[config.mk]
export PLATFORM = sky130hd
export DESIGN_NAME = spi_input_frontend
export DESIGN_NICKNAME = d
export VERILOG_FILES = /design/src/rtl/spi_input_frontend.sv
export SDC_FILE = /design/constraint.sdc
export NUM_CORES = 1
export LEC_CHECK = 0
export ABC_AREA = 1
export CAP_MARGIN = 30
export CORE_MARGIN = 2
export CORE_UTILIZATION = 46
export CTS_CLUSTER_DIAMETER = 30
export DETAILED_ROUTE_END_ITERATION = 10
export PLACE_DENSITY = 0.73
export SKIP_CTS_REPAIR_TIMING = 1
export SYNTH_ARGS = -nofsm -noshare
export SYNTH_HDL_FRONTEND = slang
export SYNTH_SLANG_ARGS = --single-unit
[constraint.sdc]
create_clock -name clk -period 1 [get_ports clk]
set_input_delay 0.15 -clock clk [delete_from_list [all_inputs] [get_ports clk]]
set_output_delay 0.15 -clock clk [all_outputs]
set_load 0.02 [all_outputs]
[src/rtl/spi_input_frontend.sv]
// SPI pin conditioning: per-pin two-flop synchronizer, counter glitch filter and
// edge detector, followed by a frame tracker counting SCLK rises inside a CS frame.
module spi_input_frontend #(
    parameter int WAIT_TIME     = 3,
    parameter int COUNTER_WIDTH = 4
) (
    input  logic       clk,
    input  logic       rst_n,
    input  logic       sclk_in,
    input  logic       cs_in,
    input  logic       mosi_in,
    output logic       sclk,
    output logic       cs,
    output logic       mosi,
    output logic       sclk_rise,
    output logic       sclk_fall,
    output logic       cs_fall,
    output logic       cs_rise,
    output logic [3:0] bit_count,
    output logic       byte_done,
    output logic       frame_error
);

    localparam int CH_SCLK = 0;
    localparam int CH_CS   = 1;
    localparam int CH_MOSI = 2;
    // Idle pin levels per channel: CS deasserted high, SCLK and MOSI low.
    localparam logic [2:0] IDLE_LEVEL = 3'b010;
    localparam logic [COUNTER_WIDTH-1:0] WAIT_COUNT = COUNTER_WIDTH'(WAIT_TIME);

    logic [2:0] raw;
    logic [2:0] level;
    logic [2:0] rise;
    logic [2:0] fall;

    assign raw = {mosi_in, cs_in, sclk_in};

    generate
        for (genvar gi = 0; gi < 3; gi++) begin : g_chan
            logic                     sync1_reg;
            logic                     sync2_reg;
            logic                     out_reg;
            logic                     rise_reg;
            logic                     fall_reg;
            logic [COUNTER_WIDTH-1:0] cnt_reg;

            always_ff @(posedge clk) begin
                if (!rst_n) begin
                    sync1_reg <= IDLE_LEVEL[gi];
                    sync2_reg <= IDLE_LEVEL[gi];
                    out_reg   <= IDLE_LEVEL[gi];
                    cnt_reg   <= '0;
                    rise_reg  <= 1'b0;
                    fall_reg  <= 1'b0;
                end else begin
                    sync1_reg <= raw[gi];
                    sync2_reg <= sync1_reg;
                    rise_reg  <= 1'b0;
                    fall_reg  <= 1'b0;
                    if (sync2_reg == out_reg) begin
                        cnt_reg <= '0;
                    end else if (cnt_reg == WAIT_COUNT) begin
                        // Level held long enough: accept it and flag the edge with it.
                        out_reg  <= sync2_reg;
                        cnt_reg  <= '0;
                        rise_reg <= sync2_reg;
                        fall_reg <= ~sync2_reg;
                    end else begin
                        cnt_reg <= cnt_reg + 1'b1;
                    end
                end
            end

            assign level[gi] = out_reg;
            assign rise[gi]  = rise_reg;
            assign fall[gi]  = fall_reg;
        end
    endgenerate

    assign sclk      = level[CH_SCLK];
    assign cs        = level[CH_CS];
    assign mosi      = level[CH_MOSI];
    assign sclk_rise = rise[CH_SCLK];
    assign sclk_fall = fall[CH_SCLK];
    assign cs_rise   = rise[CH_CS];
    assign cs_fall   = fall[CH_CS];

    logic [2:0] bit_count_reg;
    logic       byte_done_reg;
    logic       frame_error_reg;

    // Frame events take priority over a coincident SCLK edge, which is then dropped.
    always_ff @(posedge clk) begin
        if (!rst_n) begin
            bit_count_reg   <= '0;
            byte_done_reg   <= 1'b0;
            frame_error_reg <= 1'b0;
        end else begin
            byte_done_reg <= 1'b0;
            if (cs_fall) begin
                bit_count_reg   <= '0;
                frame_error_reg <= 1'b0;
            end else if (cs_rise) begin
                if (bit_count_reg != 3'd0) begin
                    frame_error_reg <= 1'b1;
                end
                bit_count_reg <= '0;
            end else if (sclk_rise && !cs) begin
                if (bit_count_reg == 3'd7) begin
                    bit_count_reg <= '0;
                    byte_done_reg <= 1'b1;
                end else begin
                    bit_count_reg <= bit_count_reg + 3'd1;
                end
            end
        end
    end

    assign bit_count   = {1'b0, bit_count_reg};
    assign byte_done   = byte_done_reg;
    assign frame_error = frame_error_reg;

endmodule

# ---- Word-level counts from Yosys, hierarchy flattened
# Cells that the tools add are included.
dict set report op_classes {
  eq_ne 7
  reduce_logical 15
  muxes 2
  addsub 4
  bitwise_logic 9
}
# operator n
set op_table {}
lappend op_table {{$reduce_or A3 Y1} 6}
lappend op_table {{$add A4 B1 Y4 const B} 3}
lappend op_table {{$eq A4 B2 Y1 const B} 3}
lappend op_table {{$not A1 Y1} 9}
lappend op_table {{$reduce_and A2 Y1} 4}
lappend op_table {{$reduce_or A4 Y1} 1}
lappend op_table {{$add A3 B1 Y3 const B} 1}
lappend op_table {{$eq A1 B1 Y1} 3}
lappend op_table {{$eq A3 B3 Y1 const B} 1}
lappend op_table {{$mux W3} 1}
lappend op_table {{$reduce_bool A3 Y1} 1}
lappend op_table {{$reduce_or A2 Y1} 1}
lappend op_table {{$logic_and A1 B1 Y1} 1}
lappend op_table {{$logic_not A1 Y1} 1}
lappend op_table {{$mux W1} 1}
dict set report word_totals {
  register_bits 30
}

# ---- Logic depth before layout (Yosys ltp)
# Gate-level depths: netlist of the first run.
dict set report logic_depth {
  word_depth 4
  depth_mapped 5
  ltp_nobuf 5
}

# ---- Worst setup path before layout of the first run
# Ideal clock, no wire load.
dict set report synth_timing {
  path_type {flip-flop to flip-flop}
  startpoint {register bit_count_reg[1]}
  endpoint {register bit_count_reg[0]}
  path_buffers 0
  stages_incl_launch_ff 6
  setup_time_ns 0.115
  t_arrival_ns 0.985
  slack_ns -0.100
  t_required_ns 0.885
  path_cell_list {dfxtp_1 ha_1 ha_1 inv_1 a21oi_1 nor2_1}
}
dict set report synth_between {
  elab_chain_cells 2
}
# item line
set synth_lines {}
lappend synth_lines {{start: declaration} 88} ;# logic [2:0] bit_count_reg;
lappend synth_lines {{start signal: assignment} 113} ;# bit_count_reg <= bit_count_reg + 3'd1;
lappend synth_lines {{$eq A3 B3 Y1} 109} ;# if (bit_count_reg == 3'd7) begin
lappend synth_lines {{$mux W3} 109}
# No other way between the ends.
# A chain may end at the register's enable or synchronous reset.

# ---- Final worst setup path of the first run
dict set report layout_timing {
  startpoint {register bit_count_reg[0]}
  endpoint {register bit_count_reg[2]}
}
dict set report layout_between {
  elab_chain_cells 2
  word_cells_on_any_way 3
  cone_classes {add/sub: 1; eq/ne: 1; mux: 1}
}
# item line
set layout_lines {}
lappend layout_lines {{$add A3 B1 Y3 or $eq A3 B3 Y1 (tied branches)} {113, 109}}
lappend layout_lines {{$mux W3 *} 109}
# Mark *: on every way between the ends. The rest lies on a longest branch, timed or not.

==> results of run 1 <==
worst min path at each step:
stage	start	endpoint	slack [ps]	depth (start not counted)
floorplan	sclk_in	g_chan[0].sync1_reg$_SDFF_PN0_	250	2
global placement	g_chan[2].sync1_reg$_SDFF_PN0_	g_chan[2].sync2_reg$_SDFF_PN0_	400	2
detailed placement	g_chan[1].sync1_reg$_SDFF_PN1_	g_chan[1].sync2_reg$_SDFF_PN1_	400	1
CTS	sclk_in	g_chan[0].sync1_reg$_SDFF_PN0_	350	3
global route	rst_n	g_chan[0].sync2_reg$_SDFF_PN0_	150	3
finish	rst_n	g_chan[0].sync2_reg$_SDFF_PN0_	150	3
worst register-to-register path: cells and delay by family (launching register included):
| family | cells | cell delay, ps |
|---|---|---|
| and+or+nand+nor | 1 | 40 |
| DFF | 1 | 370 |
| adders and majority gates | 2 | 420 |
| AOI/OAI and AO/OA | 1 | 120 |
power breakdown:
part           internal (mW)  leakage, nW  switching [mW]
clock network          0.340       0.0353           0.406
registers               1.20        0.247         0.00971
logic                 0.0377        0.460          0.0376
cells by family (layout without fill, tap and decap cells):
kind of cell,count (synthesis),in the layout,share of synthesized area (%)
AND/OR/NAND/NOR,75,75,27.91
flip-flops,30,30,50.74
AO/OA/AOI/OAI,7,7,2.960
adder cells (fa/ha/maj),6,6,6.342
buffers and inverters,27,60,9.514
other,1,1,0.3168
XOR/XNOR,3,3,2.220
area by class of cell:
class / instances / area [um^2] / area share [%]
multi-input combinational: 92 / 565.5 / 35.56
inverter: 25 / 96.34 / 6.058
clock buffer: 7 / 55.05 / 3.462
sequential: 30 / 615.6 / 38.71
timing repair buffer: 27 / 215.2 / 13.53
clock inverter: 1 / 5.005 / 0.3147
tap: 30 / 37.54 / 2.360
routing by layer:
metal / routed length, um / GRT usage, % / up-vias
met4: 15 / 10.00 / 0
li1: - / - / 518
met5: 0 / 0 / -
met2: 1106 / 25.20 / 22
met1: 905 / 17.77 / 456
met3: 139 / 6.557 / 2
layout by cell type, fill, tap and decap left out, drive strengths merged:
master / instances
conb: 1
nor2: 27
inv: 25
ha: 6
nand4: 4
xnor2: 3
o21ai: 1
a21oi: 6
dfxtp: 30
dlymetal6s2s: 1
nand3: 7
nor3: 1
buf: 23
or2: 2
nand2: 32
clkdlybuf4s50: 3
clkbuf: 7
clkinv: 1
nand3b: 2
per-stage QoR:
step	std cells	util (%)	setup TNS [ps]	instance area, um^2
floorplan	149	-	0	1204
global placement	203	59.38	-6712	1458
detailed placement	203	59.38	-7906	1458
CTS	211	61.82	-5357	1518
global route	212	64.78	-271.3	1590
finish	212	64.78	-7.912	1590
==> impl_metrics.toml, run 1 <==
[synthesis]
yosysWarningCount = 0
synth_nets = 160
post-synth-top-area-cell = "dfxtp_1"
synth_seq_cells = 30
yosysUniqueCellTypes = 19
yosysTopAreaCellShare_pct = 50.74
syn_avg_cell_area_um2 = 7.944
synth_common_cells = "dfxtp_1 (30), nand2_1 (30), nor2_1 (26)"
synth-main-ff-cell = "dfxtp_1"
synth_edf_count = 0
async_reset_ff_share_pct = 0
synth.top_cells.by_area = "dfxtp_1 (51%), nand2_1 (9.5%), nor2_1 (8.2%)"
netlist_area_mm2 = 0.001184
ys_seq_area_share_pct = 50.74
syn_inst = 149

[global_routing]
antenna_found_initial = 0
grt.total_usage_pct = 16.01
grt_pass1_vias = 829
grt_start_max_net_pins = 10
grt_pass1_wl_um = 3270
grt_overflow = 0

[floorplanning]
die_x_um = 54.73
num_rows = 18
io_pins = 18
start_util_pct = 48.22
die_h_um = 54.73
die-area_mm2 = 0.002995
core_mm2 = 0.002455

[critical_path]
reg2reg_from = "bit_count_reg[0]$_SDFFE_PP0P_"
path_buf_inv = 0
path_cells = "ha_4 > ha_4 > nand2_2 > a21oi_2"
crit_fanout = 3
crit_start = "bit_count_reg[0]$_SDFFE_PP0P_"
endpoint = "bit_count_reg[2]$_SDFFE_PP0P_"
critPathMaxStageDelay_ps = 370
rr_endpoint = "bit_count_reg[2]$_SDFFE_PP0P_"
path_delay_family = "adder cells"
cp_common_cell = "ha_4"
cp-end-kind = "flop"
criticalPathCategory = "reg2reg"
start_kind = "flop"
reg2reg_slack_ps = -8
cp.arrival_ps = 1270
reg2regPathDepth = 4
crit_slowest_cell = "dfxtp_4"
cp.depth = 4
required_ps = 1260

[outcome]
violations = "negative setup slack"
status = "complete, but fails checks"

[sta]
hold-worst-slack_ps = 153.2
rsz0062_at_grt = "true"
fin_skew_ps = 9.672
finalHoldViolations = 0
setup_violations = 1
period_share_pct = 100.8
max_freq_mhz = 992.2
min_period_ps = 1008
slew_violations = 0
layout_setup_ws_ps = -7.912

[final_layout]
antenna_cells = 0
syn_to_final_growth_pct = 34.36
nets = 192
nFillCells = 199
drive_gt1_share_pct = 33.52
largest_reg_flops = 12

[clocking]
cts_root_buf = "clkbuf_4"
clkLatencyLatePin_ps = 330
cts_buffers = 5
clk_pin_slew_ps = 90
cts_max_path_buffers = 2
htree_num_levels = 2
clock-sinks = 30
cts_tree = "yes"

[power]
p_per_area_mw_per_mm2 = 1279
power.total_mw = 2.035
peakVddDrop_mv = 1.162
p_leak_nw = 0.7426

[job]
cap_viol_max_count = 0

[detailed_routing]
drt_iter0_markers = 15
wl_um = 2166
vias = 998
wl_per_cell_um = 10.22
drt_first_pass_iters = 6
drt-vias-per-instance = 4.708
ant_nets = 0
drc_errors = 0

[placed_design]
io_buffers = 16
gp_congestion = 0.7402
dp.final_hpwl_um = 1497
dp_slack_ps = -358.3

[hold_path]
hold_class = "in2reg"
Power figures use the tool's default switching activity.
==> run 2, diff against run 1 <==
CORE_UTILIZATION = 35   (was 46)
HOLD_SLACK_MARGIN = 0.1   (was unset)
PLACE_DENSITY = 0.59   (was 0.73)
==> impl_metrics.toml, run 2 (synthesis results as in run 1) <==
[critical_path]
criticalPathCategory = "reg2reg"
cp.arrival_ps = 1300
crit_fanout = 3
required_ps = 1280
cp-end-kind = "flop"
start_kind = "flop"

[clocking]
clock-sinks = 30
clkLatencyLatePin_ps = 340
htree_num_levels = 2
clk_pin_slew_ps = 110
cts_buffers = 5
cts_max_path_buffers = 2
cts_root_buf = "clkbuf_4"
cts_tree = "yes"

[detailed_routing]
drc_errors = 0
wl_per_cell_um = 10.03
drt_iter0_markers = 27
wl_um = 2317
vias = 998
drt-vias-per-instance = 4.320
drt_first_pass_iters = 4
ant_nets = 0

[floorplanning]
die-area_mm2 = 0.003863
die_x_um = 62.16
die_h_um = 62.16
num_rows = 21
core_mm2 = 0.003284
start_util_pct = 36.04
io_pins = 18

[sta]
hold-worst-slack_ps = 211.1
period_share_pct = 102.8
finalHoldViolations = 0
layout_setup_ws_ps = -28.09
setup_violations = 2
max_freq_mhz = 972.7
fin_skew_ps = 15.97
min_period_ps = 1028
slew_violations = 0
rsz0062_at_grt = "true"

[global_routing]
antenna_found_initial = 0
grt.total_usage_pct = 12.57
grt_pass1_wl_um = 3767
grt_overflow = 0
grt_pass1_vias = 940
grt_start_max_net_pins = 11

[placed_design]
placedCellCount = 223
gp_congestion = 0.8046
place_area_mm2 = 0.001508
dp.final_hpwl_um = 1602
io_buffers = 16

[power]
p_leak_nw = 0.7772
p_per_area_mw_per_mm2 = 1435
power.total_mw = 2.506
peakVddDrop_mv = 0.8584

[final_layout]
largest_reg_flops = 12
syn_to_final_growth_pct = 47.57
fin_cells = 231
layout_commonest_cell = "nand2_1"
final_cell_mix = "nand2_1 (24), inv_1 (21), nor2_1 (21)"
fin_area_mm2 = 0.001747
nets = 195
antenna_cells = 0
drive_gt1_share_pct = 41.62

[hold_path]
hold_class = "in2reg"

[outcome]
status = "complete, but fails checks"
violations = "negative setup slack"

[job]
cap_viol_max_count = 0
## run 2: path summary, 6_finish.rpt
check | start | endpoint | slack [ps] | cells past startpoint
setup / recovery | bit_count_reg[0]$_SDFFE_PP0P_ | bit_count_reg[2]$_SDFFE_PP0P_ | -30 | 4
hold / removal | rst_n | g_chan[1].sync1_reg$_SDFF_PN1_ | 210 | 3
setup reg to reg | bit_count_reg[0]$_SDFFE_PP0P_ | bit_count_reg[2]$_SDFFE_PP0P_ | -30 | 4
hold reg to reg | g_chan[2].sync1_reg$_SDFF_PN0_ | g_chan[2].sync2_reg$_SDFF_PN0_ | 420 | 2
## run 2: final cells by class
type,instances,area [um^2]
Clock buffer,5,37.54
Inverter,25,96.34
Tap cell,46,57.56
Fill cell,325,1538
Sequential cell,30,620.6
Timing Repair Buffer,30,272.8
Clock inverter,3,63.81
Multi-Input combinational cell,92,598.1
## run 2: where the power goes
| group | internal, mW | switching (mW) |
|---|---|---|
| Sequential | 1.20 | 0.00983 |
| Combinational | 0.0456 | 0.0412 |
| Clock | 0.770 | 0.436 |
## run 2: routing by layer
| metal | wire length (um) | vias to the layer above | GRT usage, % |
|---|---|---|---|
| met4 | 42 | 0 | 6.667 |
| met1 | 976 | 451 | 12.49 |
| li1 | - | 522 | - |
| met5 | 0 | - | 0 |
| met3 | 144 | 5 | 6.341 |
| met2 | 1155 | 20 | 21.47 |
## run 2: critical path: stages (launching register included)
cell and delay [ps]:
dfxtp_4 380, ha_4 160, ha_4 250, nand2_2 50, a21oi_2 120
## run 2: per-stage QoR
step / util, % / setup WS, ps / TNS [ps]
2_1_floorplan: - / 15.55 / 0
3_5_place_dp: 45.90 / -268.0 / -6050
3_3_place_gp: 45.90 / -224.1 / -5520
6_report: 53.18 / -28.09 / -29.05
4_1_cts: 48.99 / -486.6 / -5642
5_1_grt: 53.18 / -61.12 / -258.8
==> run 3, diff against run 2 <==
CORE_UTILIZATION = 51   (was 35)
PLACE_DENSITY = 0.77   (was 0.59)
clock period = 1.05 ns   (was 1 ns; I/O delays follow)
==> impl_metrics.toml, run 3 (synthesis results as in run 1) <==
[final_layout]
syn_to_final_growth_pct = 31.50
nFillCells = 173
regArea_um2 = 608.1
drive_gt1_share_pct = 30.56
largest_reg_flops = 12
layout_commonest_cell = "nand2_1"
antenna_cells = 0
final_cell_mix = "nand2_1 (27), inv_1 (24), dfxtp_1 (24)"
multi_input_area_um2 = 533.0
nets = 190

[floorplanning]
start_util_pct = 53.51
die-area_mm2 = 0.002722
core_mm2 = 0.002212
num_rows = 17
die_h_um = 52.18
io_pins = 18
die_x_um = 52.18

[placed_design]
dp.final_hpwl_um = 1626
dp_slack_ps = -306.4
gp_congestion = 0.7564
io_buffers = 16

[critical_path]
rr_endpoint = "bit_count_reg[0]$_SDFFE_PP0P_"
crit_fanout = 3
criticalPathCategory = "reg2reg"
required_ps = 1280
reg2reg_from = "bit_count_reg[1]$_SDFFE_PP0P_"
cp-end-kind = "flop"
cp.arrival_ps = 1250
reg2reg_slack_ps = 30
reg2regPathDepth = 5
start_kind = "flop"

[sta]
finalHoldViolations = 0
period_share_pct = 96.92
finalSetupTns_ps = 0
max_freq_mhz = 982.7
rsz0062_at_grt = "true"
setup_violations = 0
min_period_ps = 1018
layout_setup_ws_ps = 32.38
slew_violations = 0
fin_skew_ps = 8.986

[clocking]
clkLatencyLatePin_ps = 330
clk_pin_slew_ps = 100
cts_buffers = 5
cts_max_path_buffers = 2
cts_root_buf = "clkbuf_4"
cts_tree = "yes"
htree_num_levels = 2
clock-sinks = 30

[detailed_routing]
drt_first_pass_iters = 4
drt-vias-per-instance = 4.764
drt_iter0_markers = 16
ant_nets = 0
drc_errors = 0
vias = 991
wl_um = 2221
wl_per_cell_um = 10.68

[global_routing]
grt_overflow = 0
grt.total_usage_pct = 19.37
grt_start_max_net_pins = 11
grt_pass1_vias = 926
grt_pass1_wl_um = 3746
antenna_found_initial = 0

[power]
peakVddDrop_mv = 1.930
p_per_area_mw_per_mm2 = 1569
p_leak_nw = 0.7311

[hold_path]
hold_depth = 3
worst_hold_path.endpoint = "g_chan[2].sync1_reg$_SDFF_PN0_"
hold_path.startpoint = "mosi_in"
hold_class = "in2reg"

[job]
cap_viol_max_count = 0

[outcome]
status = "finished clean"
==> run 3: changes by cell type in the layout (fill, tap and decap cells not counted), sizes merged <==
cell           before  now
clkinv              1    0
buf                25   14
clkbuf              6   13
dlymetal6s2s        1    0
clkdlybuf4s50       3    4
==> run 3: how the worst max path moves through the flow <==
stage | startpoint | to | slack (ps) | cells after the start
after global routing | bit_count_reg[1]$_SDFFE_PP0P_ | bit_count_reg[0]$_SDFFE_PP0P_ | -10 | 5
after global placement | rst_n | g_chan[0].cnt_reg[2]$_SDFF_PP0_ | -170 | 6
after detailed placement | rst_n | g_chan[0].cnt_reg[0]$_SDFF_PP0_ | -310 | 6
after CTS | cs_rise$_SDFF_PP0_ | cs_rise | -420 | 1
after floorplan | bit_count_reg[0]$_SDFFE_PP0P_ | bit_count_reg[2]$_SDFFE_PP0P_ | 30 | 4
final | bit_count_reg[1]$_SDFFE_PP0P_ | bit_count_reg[0]$_SDFFE_PP0P_ | 30 | 5
==> run 3: through the flow <==
stage | cell area, um^2 | util [%] | hold slack [ps] | instances | total power [mW]
6_report | 1556 | 70.36 | 339.5 | 208 | 2.443
5_1_grt | 1556 | 70.36 | 355.6 | 208 | 2.533
4_1_cts | 1541 | 69.68 | 330.3 | 208 | 2.459
3_5_place_dp | 1430 | 64.65 | 398.7 | 200 | 1.255
3_3_place_gp | 1430 | 64.65 | 396.6 | 200 | 1.251
2_1_floorplan | 1186 | - | 255.1 | 149 | 1.228
==> run 3: layer usage <==
layer | track usage, % | wire, um
met1 | 21.21 | 942
met2 | 32.07 | 1112
met3 | 7.714 | 120
met4 | 10.26 | 46
met5 | 0 | 0
==> run 3: report_power, final <==
part	switching, mW	internal (mW)
logic	0.0378	0.0361
registers	0.00981	1.15
clock network	0.401	0.807
total	0.449	1.99
==> run 3: cell type report <==
type / instances / share of cell area (%)
multi-input cells: 92 / 34.24
repair buffers: 25 / 11.25
clock buffers: 6 / 3.296
flip-flops and latches: 30 / 39.07
well taps: 28 / 2.251
clock inverters: 2 / 3.859
inverters: 25 / 6.029
==> run 3: critical path, cell delays in order (launching register included) <==
cell     delay, ps
dfxtp_2        360
ha_2           190
ha_4           120
inv_1           40
a21oi_1        140
nor2_1          60
